--- src/rtl/lam_pkg.sv ---
// Shared definitions for the load/store access unit: funct3 encodings,
// instruction class, lam_control field layout and FSM state encoding.
package lam_pkg;

  localparam logic STORE_INST = 1'b1;
  localparam logic LOAD_INST  = 1'b0;

  localparam logic [2:0] F3_B  = 3'b000;  // LB / SB
  localparam logic [2:0] F3_H  = 3'b001;  // LH / SH
  localparam logic [2:0] F3_W  = 3'b010;  // LW / SW
  localparam logic [2:0] F3_BU = 3'b100;  // LBU
  localparam logic [2:0] F3_HU = 3'b101;  // LHU

  // lam_control = {is_store, funct3, reg}
  localparam int CTRL_ST_BIT = 8;
  localparam int CTRL_F3_LSB = 5;
  localparam int CTRL_RD_LSB = 0;

  // state   | meaning
  // IDLE    | waiting for lam_new
  // REQ     | memory request outstanding, waiting for mem_ack
  // WB      | load result registered, writeback strobe this cycle
  typedef enum logic [1:0] {
    ST_IDLE = 2'd0,
    ST_REQ  = 2'd1,
    ST_WB   = 2'd2
  } lam_state_e;

endpackage

--- src/rtl/lam_unit_if.sv ---
// Data-memory req/ack port. The access unit is the master, memory the slave.
interface lam_unit_if #(
  parameter int ADDR_W = 32,
  parameter int DATA_W = 32
);
  logic              mem_req;
  logic              mem_we;
  logic [ADDR_W-1:0] mem_addr;
  logic [DATA_W-1:0] mem_wdata;
  logic [3:0]        mem_wstrb;
  logic              mem_ack;
  logic [DATA_W-1:0] mem_rdata;

  modport master (
    output mem_req, mem_we, mem_addr, mem_wdata, mem_wstrb,
    input  mem_ack, mem_rdata
  );

  modport slave (
    input  mem_req, mem_we, mem_addr, mem_wdata, mem_wstrb,
    output mem_ack, mem_rdata
  );
endinterface

--- src/rtl/lam_align.sv ---
// Byte-lane logic for the access unit: legality check and store lane
// replication/strobes on the issue side, lane select and extension on the
// load-return side. Purely combinational, 32-bit data only.
module lam_align
  import lam_pkg::*;
(
  input  logic        is_store_i,
  input  logic [2:0]  funct3_i,
  input  logic [1:0]  addr_lsb_i,
  input  logic [31:0] store_data_i,
  output logic        legal_o,
  output logic [31:0] wdata_o,
  output logic [3:0]  wstrb_o,
  input  logic [2:0]  ld_funct3_i,
  input  logic [1:0]  ld_addr_lsb_i,
  input  logic [31:0] rdata_i,
  output logic [31:0] ld_data_o
);

  logic [31:0] lane_w;
  logic [7:0]  lane_b;
  logic [15:0] lane_h;

  // Access legality from instruction class, width and alignment
  always_comb begin
    legal_o = 1'b0;
    case (funct3_i)
      F3_B:    legal_o = 1'b1;
      F3_H:    legal_o = ~addr_lsb_i[0];
      F3_W:    legal_o = (addr_lsb_i == 2'b00);
      F3_BU:   legal_o = (is_store_i == LOAD_INST);
      F3_HU:   legal_o = (is_store_i == LOAD_INST) & ~addr_lsb_i[0];
      default: legal_o = 1'b0;
    endcase
  end

  // Store data replicated across lanes so memory only needs the strobes
  always_comb begin
    wdata_o = store_data_i;
    wstrb_o = 4'b1111;
    case (funct3_i[1:0])
      2'b00: begin
        wdata_o = {4{store_data_i[7:0]}};
        wstrb_o = 4'b0001 << addr_lsb_i;
      end
      2'b01: begin
        wdata_o = {2{store_data_i[15:0]}};
        wstrb_o = addr_lsb_i[1] ? 4'b1100 : 4'b0011;
      end
      default: ;
    endcase
  end

  assign lane_w = rdata_i >> {ld_addr_lsb_i, 3'b000};
  assign lane_b = lane_w[7:0];
  assign lane_h = lane_w[15:0];

  // Load result: selected lane, sign- or zero-extended
  always_comb begin
    ld_data_o = rdata_i;
    case (ld_funct3_i)
      F3_B:    ld_data_o = {{24{lane_b[7]}}, lane_b};
      F3_H:    ld_data_o = {{16{lane_h[15]}}, lane_h};
      F3_BU:   ld_data_o = {24'b0, lane_b};
      F3_HU:   ld_data_o = {16'b0, lane_h};
      default: ld_data_o = rdata_i;
    endcase
  end

endmodule

--- src/rtl/lam_unit.sv ---
// Load/store access unit: one memory transaction per lam_new, load
// formatting and register-bank writeback, busy stall towards issue.
module lam_unit
  import lam_pkg::*;
#(
  parameter int ADDR_W = 32,
  parameter int DATA_W = 32
) (
  input  logic              clk,
  input  logic              rst_n,
  input  logic              lam_new,
  input  logic [8:0]        lam_control,
  input  logic [ADDR_W-1:0] alu_addr,
  input  logic [DATA_W-1:0] store_data,
  output logic              busy,
  lam_unit_if.master        mem,
  output logic              wb_valid,
  output logic [4:0]        wb_sel,
  output logic [DATA_W-1:0] wb_data,
  output logic              err_misaligned
);

  lam_state_e        state_q, state_d;
  logic              is_store_q;
  logic [2:0]        f3_q;
  logic [4:0]        rd_q;
  logic [ADDR_W-1:0] addr_q;
  logic [DATA_W-1:0] wdata_q, wb_data_q;
  logic [3:0]        wstrb_q;
  logic              err_q, err_d;
  logic              capture, wb_load;

  logic              legal;
  logic [DATA_W-1:0] st_wdata, ld_data;
  logic [3:0]        st_wstrb;

  lam_align u_align (
    .is_store_i    (lam_control[CTRL_ST_BIT]),
    .funct3_i      (lam_control[CTRL_F3_LSB +: 3]),
    .addr_lsb_i    (alu_addr[1:0]),
    .store_data_i  (store_data),
    .legal_o       (legal),
    .wdata_o       (st_wdata),
    .wstrb_o       (st_wstrb),
    .ld_funct3_i   (f3_q),
    .ld_addr_lsb_i (addr_q[1:0]),
    .rdata_i       (mem.mem_rdata),
    .ld_data_o     (ld_data)
  );

  // State register; reset abandons any in-flight access
  always_ff @(posedge clk) begin
    if (!rst_n) state_q <= ST_IDLE;
    else        state_q <= state_d;
  end

  // Next state and capture/writeback enables
  always_comb begin
    state_d = state_q;
    capture = 1'b0;
    wb_load = 1'b0;
    err_d   = 1'b0;
    case (state_q)
      ST_IDLE: begin
        if (lam_new) begin
          capture = 1'b1;
          if (legal) state_d = ST_REQ;
          else       err_d   = 1'b1;
        end
      end
      ST_REQ: begin
        if (mem.mem_ack) begin
          if (is_store_q == STORE_INST) begin
            state_d = ST_IDLE;
          end else begin
            wb_load = 1'b1;
            state_d = ST_WB;
          end
        end
      end
      ST_WB:   state_d = ST_IDLE;
      default: state_d = ST_IDLE;
    endcase
  end

  // Captured access context and registered load result
  always_ff @(posedge clk) begin
    if (!rst_n) begin
      is_store_q <= 1'b0;
      f3_q       <= 3'b0;
      rd_q       <= 5'b0;
      addr_q     <= '0;
      wdata_q    <= '0;
      wstrb_q    <= 4'b0;
      wb_data_q  <= '0;
      err_q      <= 1'b0;
    end else begin
      err_q <= err_d;
      if (capture) begin
        is_store_q <= lam_control[CTRL_ST_BIT];
        f3_q       <= lam_control[CTRL_F3_LSB +: 3];
        rd_q       <= lam_control[CTRL_RD_LSB +: 5];
        addr_q     <= alu_addr;
        wdata_q    <= st_wdata;
        wstrb_q    <= (lam_control[CTRL_ST_BIT] == STORE_INST) ? st_wstrb : 4'b0;
      end
      if (wb_load) wb_data_q <= ld_data;
    end
  end

  assign busy           = (state_q != ST_IDLE);
  assign mem.mem_req    = (state_q == ST_REQ);
  assign mem.mem_we     = mem.mem_req & is_store_q;
  assign mem.mem_addr   = {addr_q[ADDR_W-1:2], 2'b00};
  assign mem.mem_wdata  = wdata_q;
  assign mem.mem_wstrb  = wstrb_q;
  assign wb_valid       = (state_q == ST_WB) && (rd_q != 5'd0);
  assign wb_sel         = rd_q;
  assign wb_data        = wb_data_q;
  assign err_misaligned = err_q;

endmodule

--- src/flat_wrapper.sv ---
// flat-port wrapper written by rule: the top's interface ports become plain ports
module lam_unit_flat import lam_pkg::*;
#(
  parameter int ADDR_W = 32,
  parameter int DATA_W = 32
)
  (clk, rst_n, lam_new, lam_control, alu_addr, store_data, busy, wb_valid, wb_sel, wb_data, err_misaligned, mem_mem_req, mem_mem_we, mem_mem_addr, mem_mem_wdata, mem_mem_wstrb, mem_mem_ack, mem_mem_rdata);
  lam_unit_if #(.ADDR_W(ADDR_W), .DATA_W(DATA_W)) mem_i ();
  input  logic clk;
  input  logic rst_n;
  input  logic lam_new;
  input  logic [8:0] lam_control;
  input  logic [ADDR_W-1:0] alu_addr;
  input  logic [DATA_W-1:0] store_data;
  output logic busy;
  output logic wb_valid;
  output logic [4:0] wb_sel;
  output logic [DATA_W-1:0] wb_data;
  output logic err_misaligned;
  output wire logic [$bits(mem_i.mem_req)-1:0] mem_mem_req;
  output wire logic [$bits(mem_i.mem_we)-1:0] mem_mem_we;
  output wire logic [$bits(mem_i.mem_addr)-1:0] mem_mem_addr;
  output wire logic [$bits(mem_i.mem_wdata)-1:0] mem_mem_wdata;
  output wire logic [$bits(mem_i.mem_wstrb)-1:0] mem_mem_wstrb;
  input wire logic [$bits(mem_i.mem_ack)-1:0] mem_mem_ack;
  input wire logic [$bits(mem_i.mem_rdata)-1:0] mem_mem_rdata;
  assign mem_mem_req = mem_i.mem_req;
  assign mem_mem_we = mem_i.mem_we;
  assign mem_mem_addr = mem_i.mem_addr;
  assign mem_mem_wdata = mem_i.mem_wdata;
  assign mem_mem_wstrb = mem_i.mem_wstrb;
  assign mem_i.mem_ack = mem_mem_ack;
  assign mem_i.mem_rdata = mem_mem_rdata;
  lam_unit #(.ADDR_W(ADDR_W), .DATA_W(DATA_W)) u_core (.clk(clk), .rst_n(rst_n), .lam_new(lam_new), .lam_control(lam_control), .alu_addr(alu_addr), .store_data(store_data), .busy(busy), .mem(mem_i), .wb_valid(wb_valid), .wb_sel(wb_sel), .wb_data(wb_data), .err_misaligned(err_misaligned));
endmodule
--- config.mk ---
export PLATFORM = sky130hd
export DESIGN_NAME = lam_unit_flat
export DESIGN_NICKNAME = d
export VERILOG_FILES = /design/src/rtl/lam_pkg.sv /design/src/rtl/lam_unit_if.sv /design/src/rtl/lam_align.sv /design/src/rtl/lam_unit.sv /design/src/flat_wrapper.sv
export SDC_FILE = /design/constraint.sdc
export NUM_CORES = 1
export LEC_CHECK = 0
export ABC_AREA = 0
export BUFFER_PORTS_ARGS = -buffer_cell sky130_fd_sc_hd__buf_4
export CORE_MARGIN = 1.5
export CORE_UTILIZATION = 35
export DETAILED_ROUTE_END_ITERATION = 7
export GPL_TIMING_DRIVEN = 0
export PLACE_DENSITY_LB_ADDON = 0.1
export SYNTH_ARGS = -nofsm -noshare
export SYNTH_HDL_FRONTEND = slang
export SYNTH_SLANG_ARGS = --single-unit
--- constraint.sdc ---
create_clock -name clk -period 2.7 [get_ports clk]
set_input_delay 0.27 -clock clk [delete_from_list [all_inputs] [get_ports clk]]
set_output_delay 0.27 -clock clk [all_outputs]
set_load 0.02 [all_outputs]
== Yosys cells after proc, flatten, opt, wreduce, memory -nomap -nowiden ==
Index checks and enable logic that the tools add are counted.

* Output and inout bits: 110
* Register bits: 112
* Word-level logic and storage cells: 55

* Reduce and logical (&&, ||, !) cells: 10
* Bitwise logic cells: 4
* Equality and inequality tests: 13
* Shift-type cells: 2
* Multiplexer cells: 17

{| class="wikitable"
|+ Operators with widths
! operator !! number
|-
| $pmux 32 s4 || 1
|-
| $pmux 32 s2 || 1
|-
| $shr 32x5->16 || 1
|-
| $eq 3x3->1 const B || 4
|-
| $mux 2 || 4
|-
| $mux 4 || 2
|-
| $pmux 4 s2 || 1
|-
| $eq 3x1->1 const B || 2
|-
| $logic_not 2->1 || 3
|-
| $logic_not 3->1 || 2
|-
| $mux 1 || 6
|-
| $reduce_and 3->1 || 2
|-
| $pmux 1 s5 || 1
|-
| $reduce_bool 5->1 || 1
|-
| $eq 2x1->1 const B || 2
|-
| $ne 2x2->1 const B || 2
|-
| $pmux 2 s2 || 1
|-
| $shl 1x2->4 const A || 1
|-
| $eq 3x2->1 const B || 1
|-
| $and 1x1->1 || 2
|-
| $eq 2x2->1 const B || 1
|-
| $ne 2x1->1 const B || 1
|-
| $not 1->1 || 2
|-
| $reduce_bool 2->1 || 1
|-
| $logic_and 1x1->1 || 1
|}

== Longest topological paths before layout ==
* Depth in word-level cells: 6
* Gate-level depth with buffers: 6
* Mapped depth without buffers: 4

== Hierarchy ==
From an unflattened synthesis, not the netlist that was laid out.

* Cells, all modules: 702
* Area total of the unflattened synthesis: 5868.1 µm²

{| class="wikitable"
|+ Modules (own cells, without submodules)
! module !! cells an instance !! area each (µm²) !! sequential area each (µm²) !! instances
|-
| lam_unit || 523 || 4739.5 || 2242.2 || 1
|-
| lam_align || 179 || 1128.6 || 0.0 || 1
|}

== Worst setup path after synthesis ==
Ideal clock, no wire load.

* Path type: reg2reg
* From: reg u_core.state_q[0]
* To: reg u_core.wb_data_q[10] (netlist: u_core.wb_data[10])
* Setup slack: 1.141 ns
* Arrival time: 1.422 ns
* Required time: 2.564 ns
* Cell stages (with the launch flop): 5
* Setup time: 0.136 ns
* Clock period less this slack: 1.559 ns
* Cells stage by stage: dfxtp_1 > nor2b_1 > nand3b_1 > a211oi_2 > a21oi_1

* Longest elaborated chain between the ends: 2

{| class="wikitable"
|+ Ends and longest elaborated chain
! what !! RTL line !! text
|-
| start: declaration || lam_unit.sv:23 || <nowiki>lam_state_e state_q, state_d;</nowiki>
|-
| start signal: assignment || lam_unit.sv:54 || <nowiki>else state_q <= state_d;</nowiki>
|-
| $eq 2x1->1 || n/a ||
|-
| via mem_mem_req || flat_wrapper.sv:20 || <nowiki>output wire logic [$bits(mem_i.mem_req)-1:0] mem_mem_req;</nowiki>
|-
| $mux 1 || lam_unit.sv:63 || <nowiki>case (state_q)</nowiki>
|-
| end signal: assignment || lam_unit.sv:107 || <nowiki>if (wb_load) wb_data_q <= ld_data;</nowiki>
|-
| end: declaration || lam_unit.sv:28 || <nowiki>logic [DATA_W-1:0] wdata_q, wb_data_q;</nowiki>
|}

The timed path passes the listed nets, and every way through them passes these cells.
A chain may end at the register's enable or synchronous reset.

== Worst setup path after layout ==
* From: reg u_core.rd_q[0] (netlist: u_core.wb_sel[0])
* To: out wb_valid

* Longest elaborated chain between the ends: 2

{| class="wikitable"
|+ Ends and longest elaborated chain
! what !! RTL line !! text
|-
| start: declaration || lam_unit.sv:26 || <nowiki>logic [4:0] rd_q;</nowiki>
|-
| start signal: assignment || lam_unit.sv:102 || <nowiki>rd_q <= lam_control[CTRL_RD_LSB +: 5];</nowiki>
|-
| $reduce_bool 5->1 || lam_unit.sv:117 || <nowiki>assign wb_valid = (state_q == ST_WB) && (rd_q != 5'd0);</nowiki>
|-
| $logic_and 1x1->1 || lam_unit.sv:117 ||
|-
| end: declaration || flat_wrapper.sv:16 || <nowiki>output logic wb_valid;</nowiki>
|}

Every way passes these cells.

==> results.py <==
metrics = {
    "status": {
        "outcome": "finished clean",
    },
    "setup_path": {
        "critical_path_class": "register to primary output",
        "worst-path-max-fanout": 3,
        "arrival_ps": 1540,
        "cp-end-kind": "primary output",
        "worstSetupStartpointType": "register",
        "cp.required_ps": 2430,
    },
    "global_routing": {
        "grt_pass1_vias": 5014,
        "grt_pass1_wl_um": 26700,
        "grt_max_degree": 19,
        "grt.overflow.total": 0,
        "groute.usage.overall_pct": 21.1,
        "antenna_found_initial": 0,
    },
    "sta": {
        "worstMarginPinSlew_ps": 593,
        "period_share_pct": 67.2,
        "hold_viol": 0,
        "finalSetupViolations": 0,
        "slew_viol_final": 0,
        "fmax_mhz": 551,
        "whs_ps": 179,
        "fin_tns_setup_ps": 0,
        "rsz0062_at_grt": "no",
        "fin_skew_ps": 6.56,
        "max-slew-margin-rel_pct": 60.4,
        "period_minus_slack_ps": 1810,
    },
    "clock_network": {
        "cts_setup_buffers": 0,
        "cts_buffer_depth": 2,
        "clock-sinks": 112,
        "post_cts_resized": 0,
        "cts_tree": "built",
        "clkLatencyLatePin_ps": 350,
        "cts_hold_buf": 0,
        "cts-htree-levels": 3,
        "cts_buffers": 9,
        "root_buffer": "clkbuf_16",
        "clk_pin_slew_ps": 70,
    },
    "route": {
        "drc": 0,
        "via_count": 5155,
        "final_antenna_net_count": 0,
        "viasPerCell": 4.85,
        "routed_wl_um": 17000,
        "initialDrtViolationCount": 326,
        "wire_per_inst_um": 16.0,
        "drtPass1Iterations": 4,
    },
    "power_and_ir_drop": {
        "clockPowerShare_pct": 33.7,
        "power_frac_comb_pct": 21.3,
        "sw_frac_of_total_pct": 28.4,
        "p_leak_nw": 3.44,
        "switchingPower_mw": 1.14,
        "p_int_mw": 2.87,
        "power.density_nw_per_um2": 541,
        "sequentialPowerShare_pct": 45.0,
        "ir_drop_mv": 0.279,
    },
    "finish": {
        "final_cells": 1063,
        "area.growth.synth_to_final_pct": 40.6,
        "drive_above_1_share_pct": 31.6,
        "diodes": 0,
        "fin_nets": 983,
        "final_area_sq_um": 7400,
        "fill_cells": 1493,
    },
    "synth": {
        "yosys_warnings": 0,
        "ys.flop_type": "dfxtp_1",
        "synth_cells": 648,
        "syn_avg_cell_area_sq_um": 8.12,
        "yosysMostFrequentCell": "nand2_1",
        "netlist_area_sq_um": 5260,
        "yosysTopAreaCell": "dfxtp_1",
        "synth_top_area_share_pct": 42.6,
        "synth-seq-cells": 112,
        "ys_seq_area_share_pct": 42.6,
        "synth_edf_count": 0,
        "ys_top_cells_by_area": "dfxtp_1 (43%), nand2_1 (12%), a21boi_0 (8.4%), mux2i_1 (4.8%), buf_4 (4.7%)",
        "yosys-top-cells-count": "nand2_1 (174), dfxtp_1 (112), a21boi_0 (59), o21ai_0 (38), clkbuf_1 (36)",
        "synth.distinct_cells": 39,
        "synthArstFlopShare_pct": 0,
    },
    "floorplan": {
        "coreArea_sq_um": 14600,
        "initial_utilization_pct": 36.1,
        "die_h_um": 126,
        "num_io_pins": 219,
        "rows": 44,
        "fp.dieW_um": 126,
        "fp.dieArea_sq_um": 15800,
    },
    "place": {
        "port_buffers": 214,
        "dp_hpwl_um": 13200,
        "placed_cell_area_sq_um": 7100,
        "placed_cells_incl_taps": 1047,
        "gp_congestion": 0.867,
    },
    "min_path": {
        "hp-class": "input pin to register",
    },
    "run": {
        "maxCapViolations": 0,
    },
}
## per-stage QoR
stage	total power, mW	util (%)	setup slack (ps)
floorplan	2.30	-	1140
global placement	2.68	48.7	988
detailed placement	2.70	48.7	943
CTS	4.05	50.7	875
global route	4.19	50.7	695
finish	4.00	50.7	886
## path summary, 6_finish.rpt
check,startpoint,endpoint,slack (ps),cells past startpoint
min reg2reg,u_core.mem.mem_wstrb[1],u_core.mem.mem_wstrb[1],470,2
max,u_core.wb_sel[0],wb_valid,890,4
max reg2reg,u_core.addr_q[1],u_core.wb_data[12],890,4
min,alu_addr[18],u_core.addr_q[18],180,3
## sequential cells by signal, indices dropped and copies added (netlist names)
signal                 cells
u_core.addr_q             32
u_core.err_misaligned      1
u_core.f3_q                3
u_core.is_store_q          1
u_core.mem.mem_wdata      32
u_core.mem.mem_wstrb       4
u_core.state_q             2
u_core.wb_data            32
u_core.wb_sel              5
## cell families after synthesis
| group | after synthesis | share of synthesized area (%) |
|---|---|---|
| DFF | 112 | 42.6 |
| buffers and inverters | 86 | 8.87 |
| AOI/OAI and AO/OA | 176 | 23.2 |
| muxes | 27 | 5.19 |
| other | 1 | 0.0713 |
| and+or+nand+nor | 246 | 20.1 |
## power groups by stage
| stage | registers, mW | logic [mW] | clock network (mW) |
|---|---|---|---|
| finish | 1.80 | 0.853 | 1.35 |
| global route | 1.81 | 0.928 | 1.45 |
| CTS | 1.80 | 0.859 | 1.39 |
| detailed placement | 1.84 | 0.856 | 0 |
| global placement | 1.84 | 0.846 | 0 |
| floorplan | 1.90 | 0.397 | 0 |
## worst max-delay path, cell delays in order (launching register included)
cell and delay, ps:
dfxtp_1 340, or4_1 520, nor2_1 120, nor3b_1 70
buf_4 160
## placed cells by master, fill, tap and decap left out, drive strengths merged, types with 2 or more instances in the layout
cell type    n
a31oi       16
nor2b        4
clkinv       2
nand2b      11
mux2i       25
nand2      174
o2bb2ai      2
nor2        24
a21oi       20
mux2         2
nand3b       8
nand3        8
o32ai        7
a21boi      59
nor3b        2
conb         2
and2        10
clkbuf      47
dfxtp      112
o211ai       8
o21ai       41
inv          8
o211a       17
buf        258
o21bai       2
## routing by layer
| layer | GRT usage, % | part of all wire (%) | vias to the layer above |
|---|---|---|---|
| li1 | - | - | 2617 |
| met1 | 29.2 | 47 | 2342 |
| met2 | 32.9 | 45 | 176 |
| met3 | 4.45 | 6.5 | 20 |
| met4 | 6.95 | 2.1 | 0 |
| met5 | 0 | 0 | - |
## layout make-up
type | instances | area (sq um) | area share (%)
Multi-Input combinational cell | 451 | 2550 | 34.5
Sequential cell | 112 | 2240 | 30.3
Timing Repair Buffer | 214 | 1610 | 21.7
Buffer | 81 | 448 | 6.06
Tap cell | 184 | 230 | 3.11
Clock buffer | 10 | 229 | 3.10
Clock inverter | 6 | 66.3 | 0.897
Inverter | 5 | 18.8 | 0.254
Note: power is estimated with default switching activity, not from simulation.
